===== config.mk =====
export PLATFORM = sky130hd
export DESIGN_NAME = pkt_fork_n_avlstrm
export DESIGN_NICKNAME = d
export VERILOG_FILES = /design/src/rtl/pkt_fork_n_avlstrm_pkg.sv /design/src/rtl/avl_skid_buf.sv /design/src/rtl/pkt_fork_n_avlstrm.sv
export SDC_FILE = /design/constraint.sdc
export NUM_CORES = 2
export LEC_CHECK = 0
export CORE_AREA = 2 2 493 495
export CTS_CLUSTER_DIAMETER = 50
export DETAILED_ROUTE_END_ITERATION = 12
export DIE_AREA = 0 0 495 497
export MAX_ROUTING_LAYER = met4
export PLACE_DENSITY = 0.48
export SYNTH_ARGS = -nofsm -noshare
export SYNTH_HDL_FRONTEND = slang
export SYNTH_SLANG_ARGS = --single-unit

===== constraint.sdc =====
create_clock -name clk -period 55.7 [get_ports clk]
set_input_delay 5.57 -clock clk [delete_from_list [all_inputs] [get_ports clk]]
set_output_delay 5.57 -clock clk [all_outputs]
set_load 0.01 [all_outputs]

===== src/rtl/pkt_fork_n_avlstrm_pkg.sv =====
// Shared types for the N-way Avalon-ST packet fork: FSM states, packet metadata
// and statistics counter width.
package pkt_fork_n_avlstrm_pkg;

  localparam int STATS_W = 32;

  typedef enum logic [1:0] {
    ST_IDLE = 2'd0,
    ST_FWD  = 2'd1,
    ST_DROP = 2'd2
  } fork_state_e;

  typedef struct packed {
    logic sop;
    logic eop;
  } metadata_t;

  // Counters wrap naturally modulo 2^STATS_W.
  function automatic logic [STATS_W-1:0] stat_inc(input logic [STATS_W-1:0] v, input logic en);
    return en ? (v + 32'd1) : v;
  endfunction

endpackage


===== src/rtl/avl_skid_buf.sv =====
// Two-entry (main + skid) ready/valid buffer with registered input ready.
// The payload is opaque; callers pack data plus any routing tag into it.
module avl_skid_buf #(
  parameter int DW = 8
) (
  input  logic          clk,
  input  logic          rst,
  input  logic          in_valid,
  input  logic [DW-1:0] in_data,
  output logic          ready_nxt,
  output logic          out_valid,
  input  logic          out_ready,
  output logic [DW-1:0] out_data
);

  logic          main_valid_q, main_valid_d;
  logic          skid_valid_q, skid_valid_d;
  logic [DW-1:0] main_data_q, main_data_d;
  logic [DW-1:0] skid_data_q, skid_data_d;
  logic          in_ready_q;
  logic          push, pop;

  // Next-state of the two entries; the skid only fills while main is stalled.
  always_comb begin
    push         = in_valid && in_ready_q;
    pop          = main_valid_q && out_ready;
    main_valid_d = main_valid_q;
    main_data_d  = main_data_q;
    skid_valid_d = skid_valid_q;
    skid_data_d  = skid_data_q;
    if (skid_valid_q) begin
      if (pop) begin
        main_data_d  = skid_data_q;
        skid_valid_d = 1'b0;
      end else begin
        main_data_d = main_data_q;
      end
    end else if (!main_valid_q || pop) begin
      main_valid_d = push;
      if (push) begin
        main_data_d = in_data;
      end else begin
        main_data_d = main_data_q;
      end
    end else if (push) begin
      skid_valid_d = 1'b1;
      skid_data_d  = in_data;
    end else begin
      skid_valid_d = 1'b0;
    end
    ready_nxt = !skid_valid_d;
  end

  // Entry registers and registered ready.
  always_ff @(posedge clk or posedge rst) begin
    if (rst) begin
      main_valid_q <= 1'b0;
      skid_valid_q <= 1'b0;
      main_data_q  <= '0;
      skid_data_q  <= '0;
      in_ready_q   <= 1'b0;
    end else begin
      main_valid_q <= main_valid_d;
      skid_valid_q <= skid_valid_d;
      main_data_q  <= main_data_d;
      skid_data_q  <= skid_data_d;
      in_ready_q   <= ready_nxt;
    end
  end

  assign out_valid = main_valid_q;
  assign out_data  = main_data_q;

endmodule


===== src/rtl/pkt_fork_n_avlstrm.sv =====
// N-way Avalon-ST packet fork: routes whole packets to the channel chosen on SOP,
// optionally drops out-of-range destinations, and keeps per-channel statistics.
module pkt_fork_n_avlstrm
  import pkt_fork_n_avlstrm_pkg::*;
#(
  parameter int WIDTH   = 512,
  parameter int NUM_OUT = 4,
  parameter int SEL_W   = $clog2(NUM_OUT),
  parameter int DROP_EN = 1,
  parameter int EMPTY_W = $clog2(WIDTH/8)
) (
  input  logic                       clk,
  input  logic                       rst,
  input  logic [WIDTH-1:0]           in_data,
  input  logic                       in_valid,
  output logic                       in_ready,
  input  logic                       in_sop,
  input  logic                       in_eop,
  input  logic [EMPTY_W-1:0]         in_empty,
  input  logic [SEL_W:0]             in_sel,
  output logic [WIDTH-1:0]           out_data,
  output logic                       out_sop,
  output logic                       out_eop,
  output logic [EMPTY_W-1:0]         out_empty,
  output logic [NUM_OUT-1:0]         out_valid,
  input  logic [NUM_OUT-1:0]         out_ready,
  output logic [NUM_OUT*STATS_W-1:0] stats_out_pkt,
  output logic [STATS_W-1:0]         stats_drop_pkt,
  output logic [STATS_W-1:0]         stats_err
);

  localparam int META_W = $bits(metadata_t);
  localparam int BUF_W  = SEL_W + META_W + EMPTY_W + WIDTH;

  fork_state_e state_q, state_d;
  logic [SEL_W-1:0] sel_q, sel_d;
  logic in_ready_q, in_ready_d;
  logic accept, in_range, push, err_inc, drop_inc;
  metadata_t push_meta;

  logic [NUM_OUT-1:0][STATS_W-1:0] stats_out_q, stats_out_d;
  logic [STATS_W-1:0] stats_drop_q, stats_drop_d;
  logic [STATS_W-1:0] stats_err_q, stats_err_d;

  logic             buf_ready_nxt, buf_out_valid, emit;
  logic [BUF_W-1:0] buf_in_data, buf_out_data;
  logic [SEL_W-1:0] out_tag;
  metadata_t        out_meta;

  // Packet FSM: picks the destination on SOP and classifies each accepted beat.
  always_comb begin
    state_d   = state_q;
    sel_d     = sel_q;
    push      = 1'b0;
    err_inc   = 1'b0;
    drop_inc  = 1'b0;
    accept    = in_valid && in_ready_q;
    in_range  = (in_sel < (SEL_W+1)'(NUM_OUT));
    case (state_q)
      ST_IDLE: begin
        if (accept) begin
          if (in_sop) begin
            if (in_range || (DROP_EN == 0)) begin
              sel_d   = in_range ? in_sel[SEL_W-1:0] : SEL_W'(NUM_OUT - 1);
              push    = 1'b1;
              state_d = in_eop ? ST_IDLE : ST_FWD;
            end else begin
              drop_inc = in_eop;
              state_d  = in_eop ? ST_IDLE : ST_DROP;
            end
          end else begin
            err_inc = 1'b1;
          end
        end else begin
          state_d = ST_IDLE;
        end
      end
      ST_FWD: begin
        if (accept) begin
          push    = 1'b1;
          err_inc = in_sop;
          state_d = in_eop ? ST_IDLE : ST_FWD;
        end else begin
          state_d = ST_FWD;
        end
      end
      ST_DROP: begin
        if (accept) begin
          err_inc  = in_sop;
          drop_inc = in_eop;
          state_d  = in_eop ? ST_IDLE : ST_DROP;
        end else begin
          state_d = ST_DROP;
        end
      end
      default: begin
        state_d = ST_IDLE;
      end
    endcase
    // A stray SOP inside a packet is forwarded as a plain continuation beat.
    push_meta.sop = (state_q == ST_IDLE);
    push_meta.eop = in_eop;
    in_ready_d    = (state_d == ST_DROP) || buf_ready_nxt;
  end

  assign buf_in_data = {sel_d, push_meta, in_empty, in_data};

  avl_skid_buf #(
    .DW(BUF_W)
  ) u_skid (
    .clk      (clk),
    .rst      (rst),
    .in_valid (push),
    .in_data  (buf_in_data),
    .ready_nxt(buf_ready_nxt),
    .out_valid(buf_out_valid),
    .out_ready(out_ready[out_tag]),
    .out_data (buf_out_data)
  );

  assign {out_tag, out_meta, out_empty, out_data} = buf_out_data;
  assign out_sop = out_meta.sop;
  assign out_eop = out_meta.eop;
  assign emit    = buf_out_valid && out_ready[out_tag];

  // Channel valid decode and statistics next-state.
  always_comb begin
    for (int c = 0; c < NUM_OUT; c++) begin
      out_valid[c]   = buf_out_valid && (out_tag == SEL_W'(c));
      stats_out_d[c] = stat_inc(stats_out_q[c], emit && out_eop && (out_tag == SEL_W'(c)));
    end
    stats_drop_d = stat_inc(stats_drop_q, drop_inc);
    stats_err_d  = stat_inc(stats_err_q, err_inc);
  end

  // Control, ready and statistics registers.
  always_ff @(posedge clk or posedge rst) begin
    if (rst) begin
      state_q      <= ST_IDLE;
      sel_q        <= '0;
      in_ready_q   <= 1'b0;
      stats_out_q  <= '0;
      stats_drop_q <= '0;
      stats_err_q  <= '0;
    end else begin
      state_q      <= state_d;
      sel_q        <= sel_d;
      in_ready_q   <= in_ready_d;
      stats_out_q  <= stats_out_d;
      stats_drop_q <= stats_drop_d;
      stats_err_q  <= stats_err_d;
    end
  end

  assign in_ready       = in_ready_q;
  assign stats_out_pkt  = stats_out_q;
  assign stats_drop_pkt = stats_drop_q;
  assign stats_err      = stats_err_q;

endmodule


==> results.cfg <==
[yosys]
yosysTopAreaCellShare_pct = 55.2
synthDominantAreaCellType = sky130_fd_sc_hd__dfrtp_1
ys_async_sr_fraction_pct = 100
post-synth-top-count-cell = sky130_fd_sc_hd__dfrtp_1
post_synth_instance_area_um2 = 56400
ys_top_cells_by_count = sky130_fd_sc_hd__dfrtp_1 (1244), sky130_fd_sc_hd__nand2_1 (602), sky130_fd_sc_hd__mux2_2 (530), sky130_fd_sc_hd__mux2i_1 (522), sky130_fd_sc_hd__buf_4 (518)
number_of_synthesized_flops_with_an_enable_pin = 0
post_synth_main_area_contributors = sky130_fd_sc_hd__dfrtp_1 (55%), sky130_fd_sc_hd__mux2_2 (11%), sky130_fd_sc_hd__mux2i_1 (9.3%)
ys_ff_latch = 1244
synth.avg_cell_area_um2 = 12.0
synthCells = 4688
most_common_flop_cell_mapped_by_yosys = sky130_fd_sc_hd__dfrtp_1
register_area_share_after_synthesis_pct = 55.2
yosys_warnings = 0
synth.distinct_cells = 47
net_count_after_synthesis = 5229

[sta]
setup_tns_ns = 0
rsz0062_at_grt = no
finalCriticalPeriod_ns = 11.36
slew_violations = 0
max_freq_mhz = 88.0
final_clock_period_utilization_by_the_worst_path_pct = 20.4
setup_viol = 0
largest_clock_skew_in_the_final_design_ns = 0.0473
max_slew.worst_pin.slew_ns = 1.26
max_slew_margin_pct = 15.7
timing_hold_violations_final = 0

[route]
num_vias = 36800
drt-met1-wl_mm = 79.2
topRoutingLayerUsed = met4
drt-total-wl_mm = 191
route.detailed.wl_per_inst_um = 21.7
drt-pass1-iter-count = 5
first_iter_violations = 1874
routed-wl-met2_mm = 92.5
detail-route-antenna-nets = 0
dr_wl_met3_mm = 14.6
avgViaCountPerCell = 4.20
drc_errors = 0

[global_route]
grt_pass1_vias = 37600
global_route.overflow_total = 0
grt_pass1_wl_mm = 273
grt_max_degree = 155
grt_use_total_pct = 15.5
initial_antenna_violation_count = 40

[floorplan]
die_h_um = 497
floorplan_core_area_um2 = 240000
pin_count = 1247
starting_utilization_of_the_core_area_pct = 23.5
width_of_the_chip_um = 495
rows = 180
overall_die_area_um2 = 246000

[setup_path]
cp_top_family = buffers and inverters
worst_path_required_ns = 56.33
setup.worst_path.start_class = input pin
worstSetupEndpointType = flip-flop
crit_path_top_delay_cell = sky130_fd_sc_hd__buf_4
cpMostUsedCell = sky130_fd_sc_hd__buf_4
timing.critical_path.arrival_ns = 11.99
setup.worst_path.class = in -> reg
critical_path.cell_chain = clkdlybuf4s50_1 -> mux4_2 -> inv_2 -> a22o_4 -> buf_4 -> buf_4 -> buf_4 -> buf_4 -> buf_4 -> o21ai_1
worstPathBufferInverterCount = 7
timing.critical_path.fanout_max = 109
critPathMaxStageDelay_ns = 0.86

[clock_tree]
post_cts_hold_buffer_count = 0
cts_made_buffers = 180
cts.clk_slew.worst_paths_ns = 0.05
clock-sinks = 1244
cts_post_setup_buffers_inserted = 0
postCtsResizedCells = 0
ctsHtreeMaxLevel = 4
tritoncts = done
cts_max_path_buffers = 3
cts_root_buffer = sky130_fd_sc_hd__clkbuf_16
clock_latency_ns = 0.81

[cells_and_area]
nets = 5944
syn2layout_area_growth_pct = 31.2
stdcell_count = 8768
post_route_cells_drive_above_1_share_pct = 16.0

[power_and_ir_drop]
p_leak_nw = 31.4
ir_worst_vdd_mv = 0.0379
power-per-cell-area_nw_per_um2 = 54.9

[job]
cap_viol_max_count = 0

[min_path]
worst_hold_path_type = reg -> reg

[placement]
count_of_buffers_inserted_at_the_top_level_ports = 1246
placed_cells_incl_taps = 8406
dp.final_hpwl_mm = 141
place_congestion = 0.842

[status]
status = completed
==> per-stage QoR <==
step | hold WS [ns] | setup slack [ns] | area [um2] | total power (W) | utilization, %
2_1_floorplan | 0.451 | 15.08 | 56400 | 0.00247 | -
3_5_place_dp | 0.468 | 43.47 | 67700 | 0.00294 | 28.2
3_3_place_gp | 0.460 | 43.52 | 67700 | 0.00291 | 28.2
5_1_grt | 0.495 | 43.69 | 74000 | 0.00432 | 30.8
4_1_cts | 0.477 | 44.37 | 73900 | 0.00414 | 30.8
6_report | 0.473 | 44.34 | 74000 | 0.00406 | 30.8
==> layer usage <==
metal | track usage (%) | vias up
met5 | - | -
met3 | 5.22 | 240
li1 | - | 17100
met1 | 18.2 | 18500
met4 | 3.77 | 0
met2 | 25.3 | 994
==> power breakdown <==
group / switching (W) / leakage (nW) / internal, W
Combinational: 0.000728 / 12.4 / 0.000701
Clock: 0.000459 / 3.01 / 0.000706
Sequential: 0.000209 / 16.0 / 0.00125
Total: 0.00140 / 31.4 / 0.00266
==> path summary, 6_finish.rpt <==
kind	start	endpoint	slack, ns	depth (start not counted)
setup / recovery	out_ready[1]	u_skid.out_data[133]	44.34	10
hold / removal	stats_out_pkt[127]	stats_out_pkt[127]	0.47	1
setup reg to reg	u_skid.skid_valid_q	u_skid.out_data[133]	48.89	9
hold reg to reg	stats_out_pkt[127]	stats_out_pkt[127]	0.47	1
max in group asynchronous	rst	u_skid.out_data[146]	45.03	8
min in group asynchronous	rst	stats_drop_pkt[31]	5.32	2
==> sequential cells by signal, indices dropped and copies added (netlist names), 2 cells and up <==
register            flops
sel_q                   2
state_q                 2
stats_drop_pkt         32
stats_err              32
stats_out_pkt         128
u_skid.out_data       522
u_skid.skid_data_q    522
==> placed cells by master, fill, tap and decap left out, types with 57 or more instances in the layout <==
master,n
sky130_fd_sc_hd__o21ai_0,223
sky130_fd_sc_hd__mux2i_1,522
sky130_fd_sc_hd__dfrtp_1,1243
sky130_fd_sc_hd__clkbuf_16,181
sky130_fd_sc_hd__nand3_1,71
sky130_fd_sc_hd__xnor2_1,130
sky130_fd_sc_hd__nand2_1,602
sky130_fd_sc_hd__mux2_2,530
sky130_fd_sc_hd__clkdlybuf4s50_1,1246
sky130_fd_sc_hd__o21ai_1,303
sky130_fd_sc_hd__xor2_1,57
==> kinds of logic after synthesis <==
| logic type | Yosys count | synth area share, % |
|---|---|---|
| DFF | 1244 | 55.2 |
| AOI/OAI and AO/OA | 531 | 4.74 |
| and+or+nand+nor | 890 | 7.07 |
| muxes | 1053 | 19.9 |
| adders and majority gates | 11 | 0.244 |
| buffers and inverters | 772 | 9.94 |
| xor gates and xnor gates | 187 | 2.90 |
==> worst register-to-register path: cells and delay by family, from the launching register on <==
family                 cells  cell delay, ns
and+or+nand+nor            1            0.28
DFF                        1            1.02
AOI/OAI and AO/OA          3            1.25
buffers and inverters      5            4.09
==> cell type report <==
cell class,count,area (um2)
Clock inverter,91,1160
Timing Repair Buffer,1290,12900
Tap cell,3185,3990
Sequential cell,1244,31100
Inverter,15,63.8
Fill cell,24500,166000
Antenna cell,30,75.1
Clock buffer,241,5010
Multi-Input combinational cell,2672,19700
No activity file was read; power rests on OpenSTA's default activity.
